`config.mk`:
```
export PLATFORM = sky130hd
export DESIGN_NAME = serial_adder_flat
export DESIGN_NICKNAME = d
export VERILOG_FILES = /design/src/rtl/serial_adder_if.sv /design/src/rtl/serial_adder.sv /design/src/flat_wrapper.sv
export SDC_FILE = /design/constraint.sdc
export NUM_CORES = 1
export LEC_CHECK = 0
export ABC_CLOCK_PERIOD_IN_PS = 3750
export CAP_MARGIN = 10
export CORE_ASPECT_RATIO = 1.5
export CORE_UTILIZATION = 56
export CTS_CLUSTER_SIZE = 20
export DETAILED_ROUTE_END_ITERATION = 8
export GPL_ROUTABILITY_DRIVEN = 1
export GPL_TIMING_DRIVEN = 1
export MAX_ROUTING_LAYER = met4
export PLACE_DENSITY = 0.84
export SLEW_MARGIN = 10
export SYNTH_ARGS = -nofsm -noshare
export SYNTH_HDL_FRONTEND = slang
export SYNTH_SLANG_ARGS = --single-unit
export TNS_END_PERCENT = 20
```
`constraint.sdc`:
```
create_clock -name clk -period 3.75 [get_ports clk]
set_input_delay 0.75 -clock clk [delete_from_list [all_inputs] [get_ports clk]]
set_output_delay 0.75 -clock clk [all_outputs]
set_load 0.01 [all_outputs]
```
`src/rtl/serial_adder_if.sv`:
```
// Operand/result handshake bundle for serial_adder.
// The master drives operands and accepts results; the slave is the adder.
interface serial_adder_if #(
   parameter int WIDTH = 32
);
   logic             in_valid;
   logic             in_ready;
   logic [WIDTH-1:0] a;
   logic [WIDTH-1:0] b;
   logic             cin;
   logic             sub;
   logic             out_valid;
   logic             out_ready;
   logic [WIDTH-1:0] sum;
   logic             cout;
   logic             ovf;

   modport master (
      output in_valid, a, b, cin, sub, out_ready,
      input  in_ready, out_valid, sum, cout, ovf
   );

   modport slave (
      input  in_valid, a, b, cin, sub, out_ready,
      output in_ready, out_valid, sum, cout, ovf
   );
endinterface

```
`src/rtl/serial_adder.sv`:
```
// Digit-serial adder/subtractor: WIDTH-bit result over WIDTH/DIGIT cycles, LS digit first.
// Subtraction reuses the adder as a + ~b + ~cin, so cout=1 means "no borrow".
module serial_adder #(
   parameter int WIDTH = 32,
   parameter int DIGIT = 4
) (
   input  logic          clk,
   input  logic          rst_n,
   serial_adder_if.slave bus
);
   localparam int NDIG = WIDTH / DIGIT;
   localparam int CW   = (NDIG > 1) ? $clog2(NDIG) : 1;

   localparam logic [1:0] IDLE = 2'd0;
   localparam logic [1:0] RUN  = 2'd1;
   localparam logic [1:0] DONE = 2'd2;

   generate
      if (DIGIT < 1 || DIGIT > WIDTH || (WIDTH % DIGIT) != 0) begin : g_bad_digit
         $error("serial_adder: WIDTH (%0d) must be a positive multiple of DIGIT (%0d)", WIDTH, DIGIT);
      end
   endgenerate

   logic [1:0]       state;
   logic [CW-1:0]    cnt;
   logic             carry;
   logic [WIDTH-1:0] areg;
   logic [WIDTH-1:0] breg;
   logic [WIDTH-1:0] sreg;
   logic             coutreg;
   logic             ovfreg;

   logic [DIGIT-1:0] adig;
   logic [DIGIT-1:0] bdig;
   logic [DIGIT:0]   dsum;
   logic             msbcarry;
   logic             lastdig;
   logic [WIDTH-1:0] snext;

   // One digit slice per cycle; the carry into the top bit of the slice is
   // recovered from the sum bit so the last digit can report signed overflow.
   always_comb begin
      adig     = areg[DIGIT-1:0];
      bdig     = breg[DIGIT-1:0];
      dsum     = {1'b0, adig} + {1'b0, bdig} + {{DIGIT{1'b0}}, carry};
      msbcarry = dsum[DIGIT-1] ^ adig[DIGIT-1] ^ bdig[DIGIT-1];
      snext    = WIDTH'({dsum[DIGIT-1:0], sreg} >> DIGIT);
      lastdig  = (cnt == CW'(NDIG - 1));
   end

   assign bus.in_ready  = rst_n && (state == IDLE);
   assign bus.out_valid = (state == DONE);
   assign bus.sum       = sreg;
   assign bus.cout      = coutreg;
   assign bus.ovf       = ovfreg;

   // Operands are captured only on the accept edge and then consumed from the
   // shift registers, so later changes on the input bus cannot leak in.
   always_ff @(posedge clk or negedge rst_n) begin
      if (!rst_n) begin
         state   <= IDLE;
         cnt     <= '0;
         carry   <= 1'b0;
         areg    <= '0;
         breg    <= '0;
         sreg    <= '0;
         coutreg <= 1'b0;
         ovfreg  <= 1'b0;
      end else begin
         case (state)
            IDLE: begin
               if (bus.in_valid) begin
                  areg  <= bus.a;
                  breg  <= bus.sub ? ~bus.b : bus.b;
                  carry <= bus.sub ? ~bus.cin : bus.cin;
                  cnt   <= '0;
                  state <= RUN;
               end
            end
            RUN: begin
               areg  <= areg >> DIGIT;
               breg  <= breg >> DIGIT;
               sreg  <= snext;
               carry <= dsum[DIGIT];
               cnt   <= cnt + 1'b1;
               if (lastdig) begin
                  coutreg <= dsum[DIGIT];
                  ovfreg  <= msbcarry ^ dsum[DIGIT];
                  state   <= DONE;
               end
            end
            DONE: begin
               if (bus.out_ready) begin
                  state <= IDLE;
               end
            end
            default: state <= IDLE;
         endcase
      end
   end
endmodule

```
`src/flat_wrapper.sv`:
```
// flat-port wrapper written by rule: the top's interface ports become plain ports
module serial_adder_flat 
#(
   parameter int WIDTH = 32,
   parameter int DIGIT = 4
)
  (clk, rst_n, bus_in_valid, bus_a, bus_b, bus_cin, bus_sub, bus_out_ready, bus_in_ready, bus_out_valid, bus_sum, bus_cout, bus_ovf);
  serial_adder_if #(.WIDTH(WIDTH)) bus_i ();
  input  logic clk;
  input  logic rst_n;
  input wire logic [$bits(bus_i.in_valid)-1:0] bus_in_valid;
  input wire logic [$bits(bus_i.a)-1:0] bus_a;
  input wire logic [$bits(bus_i.b)-1:0] bus_b;
  input wire logic [$bits(bus_i.cin)-1:0] bus_cin;
  input wire logic [$bits(bus_i.sub)-1:0] bus_sub;
  input wire logic [$bits(bus_i.out_ready)-1:0] bus_out_ready;
  output wire logic [$bits(bus_i.in_ready)-1:0] bus_in_ready;
  output wire logic [$bits(bus_i.out_valid)-1:0] bus_out_valid;
  output wire logic [$bits(bus_i.sum)-1:0] bus_sum;
  output wire logic [$bits(bus_i.cout)-1:0] bus_cout;
  output wire logic [$bits(bus_i.ovf)-1:0] bus_ovf;
  assign bus_i.in_valid = bus_in_valid;
  assign bus_i.a = bus_a;
  assign bus_i.b = bus_b;
  assign bus_i.cin = bus_cin;
  assign bus_i.sub = bus_sub;
  assign bus_i.out_ready = bus_out_ready;
  assign bus_in_ready = bus_i.in_ready;
  assign bus_out_valid = bus_i.out_valid;
  assign bus_sum = bus_i.sum;
  assign bus_cout = bus_i.cout;
  assign bus_ovf = bus_i.ovf;
  serial_adder #(.WIDTH(WIDTH), .DIGIT(DIGIT)) u_core (.clk(clk), .rst_n(rst_n), .bus(bus_i));
endmodule
```
==> results.py, run 1 <==
metrics = {
    "clocking": {
        "hold_buffers": 0,
        "post_cts_resized": 0,
        "cts-root-buf": "clkbuf_16",
        "cts.sinks": 104,
        "cts_max_path_buffers": 2,
        "cts_htree_levels": 3,
        "cts_buffers": 9,
        "post_cts_buffers": 0,
        "clk_pin_slew_ns": 0.07,
        "cts_tree": "built",
        "clk_latency_ns": 0.35,
    },
    "die": {
        "num_rows": 42,
        "ios": 106,
        "die_area_mm2": 0.00969,
        "die_h_um": 120,
        "start_util_pct": 58.2,
        "dieWidth_um": 80.7,
        "fp.coreArea_mm2": 0.00893,
    },
    "drt": {
        "drt_iter0_drc": 461,
        "vias": 4516,
        "ant_nets": 0,
        "first_pass_iters": 5,
        "drc": 0,
        "wl_per_cell_um": 15.8,
        "viasPerCell": 5.83,
        "drt-total-wl_mm": 12.2,
    },
    "synthesis": {
        "async_reset_ff_share_pct": 100,
        "avgSynthCellArea_um2": 8.97,
        "yosys_warnings": 0,
        "synth_edf_count": 0,
        "synthFlopType": "dfrtp_1",
        "synth_fp_nets": 657,
        "synth_cell_type_count": 30,
        "ys_seq_elements": 104,
        "syn_area_mm2": 0.00520,
        "synth_cells": 580,
        "ys_seq_area_share_pct": 50.0,
    },
    "placed_design": {
        "finalWeightedCongestion": 0.777,
        "dp_hpwl_mm": 7.94,
        "pre_cts_ws_ns": 1.47,
        "io_buffers": 105,
    },
    "timing": {
        "rsz0062_at_grt": "no",
        "final-max-slew-violation-count": 0,
        "layout_worst_path_cycle_share_pct": 69.6,
        "holdWs_ns": 0.473,
        "fin_ws_ns": 1.14,
        "skew_ns": 0.00633,
        "post-route-min-period_ns": 2.61,
        "tns_ns": 0,
        "tightest_slew_ns": 1.12,
        "final_hold_viol_count": 0,
        "max_freq_mhz": 383,
        "slew_headroom_pct": 24.9,
        "setup_viol": 0,
    },
    "global_routing": {
        "grt_util_all_layers_pct": 27.9,
        "grt_max_degree": 66,
        "grt_overflow_total": 0,
        "grt_pass1_wl_mm": 20.1,
        "antenna_found_initial": 0,
        "grt_pass1_vias": 4296,
    },
    "critical_path": {
        "worst-path-max-fanout": 42,
        "worst_setup_path_start_kind": "flip-flop",
        "slowest_delay_ns": 0.53,
        "cp_slowest_cell": "clkdlybuf4s50_1",
        "critPathCaptureType": "output port",
        "path_class": "reg -> out",
        "crit_required_ns": 3.00,
        "cp_cell_sequence": "buf_4 -> nand2_1 -> inv_1 -> clkdlybuf4s50_1",
        "crit_arrival_ns": 1.86,
    },
    "pwr": {
        "finalPower_uw": 4950,
        "p_leak_uw": 0.00285,
        "vdd_ir_drop_max_uv": 469,
        "power.density_mw_per_mm2": 757,
    },
    "run": {
        "max_cap_viol_count": 0,
    },
    "cells_and_area": {
        "drive_above_1_share_pct": 5.41,
        "layout_commonest_cell": "nand2_1",
        "final_nets": 737,
        "fin_util_pct": 73.2,
        "fill_cells": 690,
        "area_growth_pct": 25.7,
        "diodes": 0,
        "final_cell_mix": "134 x nand2_1, 104 x dfrtp_1, 102 x clkdlybuf4s50_1",
    },
    "min_path": {
        "worstHoldPathType": "reg -> reg",
    },
    "outcome": {
        "status": "finished clean",
    },
}
report_power, final:
| group | switching [uW] | total [uW] | internal (uW) |
|---|---|---|---|
| logic | 1110 | 2080 | 972 |
| clock network | 409 | 877 | 469 |
| registers | 382 | 1990 | 1610 |
| total | 1900 | 4950 | 3050 |
stage by stage:
stage | area (um2) | cells
2_1_floorplan | 5200 | 580
3_3_place_gp | 6260 | 759
3_5_place_dp | 6260 | 759
4_1_cts | 6540 | 775
5_1_grt | 6540 | 775
6_report | 6540 | 775
kinds of logic (layout without fill, tap and decap cells):
| group | Yosys count | in the layout | share of synthesized area, % |
|---|---|---|---|
| AOI/OAI and AO/OA | 200 | 200 | 22.0 |
| xor gates and xnor gates | 35 | 35 | 5.89 |
| adders and majority gates | 7 | 7 | 1.97 |
| buffers and inverters | 53 | 138 | 4.64 |
| DFF | 104 | 104 | 50.0 |
| and+or+nand+nor | 181 | 181 | 15.5 |
routing by layer:
| layer | vias to the layer above | global-route usage, % | part of all wire (%) |
|---|---|---|---|
| li1 | 2137 | - | - |
| met1 | 2199 | 36.2 | 43 |
| met2 | 156 | 43.3 | 51 |
| met3 | 24 | 4.41 | 4.6 |
| met4 | 0 | 11.4 | 2.1 |
| met5 | - | - | 0 |
registers in the layout, indices dropped and copies added (netlist names):
signal           cells
u_core.areg         32
u_core.breg         32
u_core.bus.cout      1
u_core.bus.ovf       1
u_core.bus.sum      32
u_core.carry         1
u_core.cnt           3
u_core.state         2
area by class of cell:
class / count / area, um2 / area share, %
sequential: 104 / 2600 / 39.8
multi-input combinational: 423 / 2380 / 36.3
timing repair buffer: 115 / 1110 / 17.0
clock buffer: 10 / 239 / 3.65
tap: 110 / 138 / 2.10
clock inverter: 6 / 45.0 / 0.689
inverter: 7 / 26.3 / 0.402
worst paths after layout:
path | from | to | slack, ns | cells past startpoint
max in group asynchronous | rst_n | u_core.areg[28]$_DFFE_PN0P_ | 2.10 | 3
hold / removal | u_core.bus.sum[3]$_DFFE_PN0P_ | u_core.bus.sum[3]$_DFFE_PN0P_ | 0.47 | 2
hold reg to reg | u_core.bus.sum[3]$_DFFE_PN0P_ | u_core.bus.sum[3]$_DFFE_PN0P_ | 0.47 | 2
min in group asynchronous | rst_n | u_core.breg[10]$_DFFE_PN0P_ | 0.48 | 2
setup / recovery | u_core.state[1]$_DFFE_PN0P_ | bus_out_valid | 1.14 | 4
setup reg to reg | u_core.state[0]$_DFFE_PN0P_ | u_core.breg[13]$_DFFE_PN0P_ | 1.76 | 4
Yosys cell counts, drive strengths merged, types with 5 or more instances:
library cell | n | area [um2]
and2b | 6 | 45.0
inv | 7 | 26.3
clkbuf | 20 | 75.1
nor2b | 32 | 200
xor2 | 7 | 61.3
o21ai | 71 | 355
a21oi | 65 | 325
a22oi | 28 | 210
buf | 26 | 140
ha | 5 | 62.6
o22ai | 27 | 169
nand2 | 135 | 507
xnor2 | 28 | 245
dfrtp | 104 | 2600
worst max-delay path, delay by kind of cell, from the launching register on:
kind / cells / cell delay (ns)
buf+inv: 3 / 1.01
simple gates: 1 / 0.16
flops: 1 / 0.34
No activity file was read; power rests on OpenSTA's default activity.
==> run 2, diff against run 1 <==
- ABC_CLOCK_PERIOD_IN_PS: 3750 -> 2290
- CORE_UTILIZATION: 56 -> 47
- PLACE_DENSITY: 0.84 -> 0.75
- clock period: 3.75 -> 2.29 ns (I/O delays scaled with it)
==> run 2 against run 1 <==
Sequential share of layout area shrank 1.1 points. First-iteration DRC count shrank 52%. Flip-flop and latch count is the same. Final cell count grew 5.3%. Register-to-register slack lost 1.4 ns. Design area grew 2.9%. Power grew 73%. Die area grew 19%. Global-route usage shrank 4.0 points. Sequential power grew 64%. Routed wire length grew 4.0%. Non-clock buffer count grew 7. Highest routed layer unchanged.
==> results.py, run 2 (synthesis gave the netlist of run 1 again) <==
metrics = {
    "pwr": {
        "vdd_ir_drop_max_uv": 644,
        "power.density_mw_per_mm2": 1270,
        "p_leak_uw": 0.00294,
    },
    "clocking": {
        "clk_pin_slew_ns": 0.07,
        "post_cts_buffers": 0,
        "cts_buffers": 9,
        "post_cts_resized": 0,
        "cts.sinks": 104,
        "cts_tree": "built",
        "cts-root-buf": "clkbuf_16",
        "cts_max_path_buffers": 2,
        "cts_htree_levels": 3,
        "clk_latency_ns": 0.34,
        "hold_buffers": 0,
    },
    "critical_path": {
        "cp_slowest_cell": "clkdlybuf4s50_1",
        "crit_family": "buffers and inverters",
        "cp_cell_sequence": "inv_1 -> and3_1 -> clkdlybuf4s50_1",
        "worst_setup_path_start_kind": "flip-flop",
        "slowest_delay_ns": 0.54,
        "crit_arrival_ns": 1.61,
        "path_class": "reg -> out",
        "worst-path-max-fanout": 4,
        "crit_required_ns": 1.83,
        "cp_num_buf_inv": 2,
        "critPathCaptureType": "output port",
    },
    "outcome": {
        "status": "finished clean",
    },
    "die": {
        "die_h_um": 131,
        "dieWidth_um": 87.9,
        "start_util_pct": 48.9,
        "ios": 106,
        "fp.coreArea_mm2": 0.0106,
        "num_rows": 46,
        "die_area_mm2": 0.0115,
    },
    "drt": {
        "first_pass_iters": 4,
        "drt_iter0_drc": 222,
        "viasPerCell": 5.52,
        "wl_per_cell_um": 15.6,
        "ant_nets": 0,
        "drc": 0,
        "drt-total-wl_mm": 12.7,
        "vias": 4507,
    },
    "run": {
        "max_cap_viol_count": 0,
    },
    "timing": {
        "post-route-min-period_ns": 2.07,
        "tns_ns": 0,
        "tightest_slew_ns": 0.699,
        "setup_viol": 0,
        "rsz0062_at_grt": "no",
        "skew_ns": 0.00671,
        "final-max-slew-violation-count": 0,
        "max_freq_mhz": 484,
        "layout_worst_path_cycle_share_pct": 90.2,
        "final_hold_viol_count": 0,
        "fin_ws_ns": 0.223,
        "slew_headroom_pct": 53.4,
    },
    "global_routing": {
        "grt_pass1_vias": 4472,
        "grt_max_degree": 55,
        "grt_pass1_wl_mm": 20.8,
        "antenna_found_initial": 0,
        "grt_util_all_layers_pct": 23.8,
        "grt_overflow_total": 0,
    },
    "cells_and_area": {
        "area_growth_pct": 29.4,
        "drive_above_1_share_pct": 6.25,
        "diodes": 0,
        "layout_commonest_cell": "nand2_1",
        "final_nets": 744,
        "instances_no_fill": 816,
        "final_cell_mix": "134 x nand2_1, 104 x dfrtp_1, 102 x clkdlybuf4s50_1",
    },
    "placed_design": {
        "io_buffers": 105,
        "dp_hpwl_mm": 8.59,
        "pre_cts_ws_ns": 0.378,
        "dp.cells": 800,
        "finalWeightedCongestion": 0.759,
    },
    "min_path": {
        "worstHoldPathType": "in -> async",
    },
}
run 2: worst paths after layout:
check,start,end,slack [ns],cells past startpoint
max,u_core.state[1]$_DFFE_PN0P_,bus_in_ready,0.22,3
min,rst_n,u_core.breg[10]$_DFFE_PN0P_,0.26,2
max reg2reg,u_core.breg[0]$_DFFE_PN0P_,u_core.bus.ovf$_DFFE_PN0P_,0.36,8
min reg2reg,u_core.bus.sum[2]$_DFFE_PN0P_,u_core.bus.sum[2]$_DFFE_PN0P_,0.48,2
max in group asynchronous,rst_n,u_core.areg[2]$_DFFE_PN0P_,0.92,3
min in group clk,u_core.bus.sum[2]$_DFFE_PN0P_,u_core.bus.sum[2]$_DFFE_PN0P_,0.48,2
run 2: area by class of cell:
type	instances	area (um2)
inverter	7	26.3
clock buffer	10	229
multi-input combinational	423	2380
sequential	104	2600
tap	144	180
clock inverter	6	138
timing repair buffer	122	1180
fill	883	3920
run 2: metrics by stage:
stage          instance area (um2)  hold WS [ns]  utilization, %  power [uW]
2_1_floorplan                 5200         0.162               -        5350
3_3_place_gp                  6360         0.462            59.8        6540
3_5_place_dp                  6360         0.462            59.8        6720
4_1_cts                       6730         0.297            63.2        8620
5_1_grt                       6730         0.330            63.2        9180
6_report                      6730         0.262            63.2        8580
run 2: power breakdown:
group          leakage [uW]  internal [uW]  total (uW)  switching (uW)
combinational       0.00146           1630        3440            1810
sequential          0.00130           2630        3270             638
clock              0.000178           1190        1870             686
total               0.00294           5450        8580            3130
run 2: layer usage:
metal	vias up	part of all wire, %	track usage (%)	routed length, um
met5	-	0	-	0
met1	2228	41	27.9	5250
li1	2152	-	-	-
met4	0	2.2	8.10	276
met3	22	3.5	3.14	450
met2	105	53	41.8	6730
run 2: worst register-to-register path, delay by kind of cell (launching register included):
family	cells	cell delay, ns
AOI/OAI and AO/OA	2	0.40
adders and majority gates	2	0.65
buffers and inverters	2	0.15
DFF	1	0.35
and+or+nand+nor	2	0.30
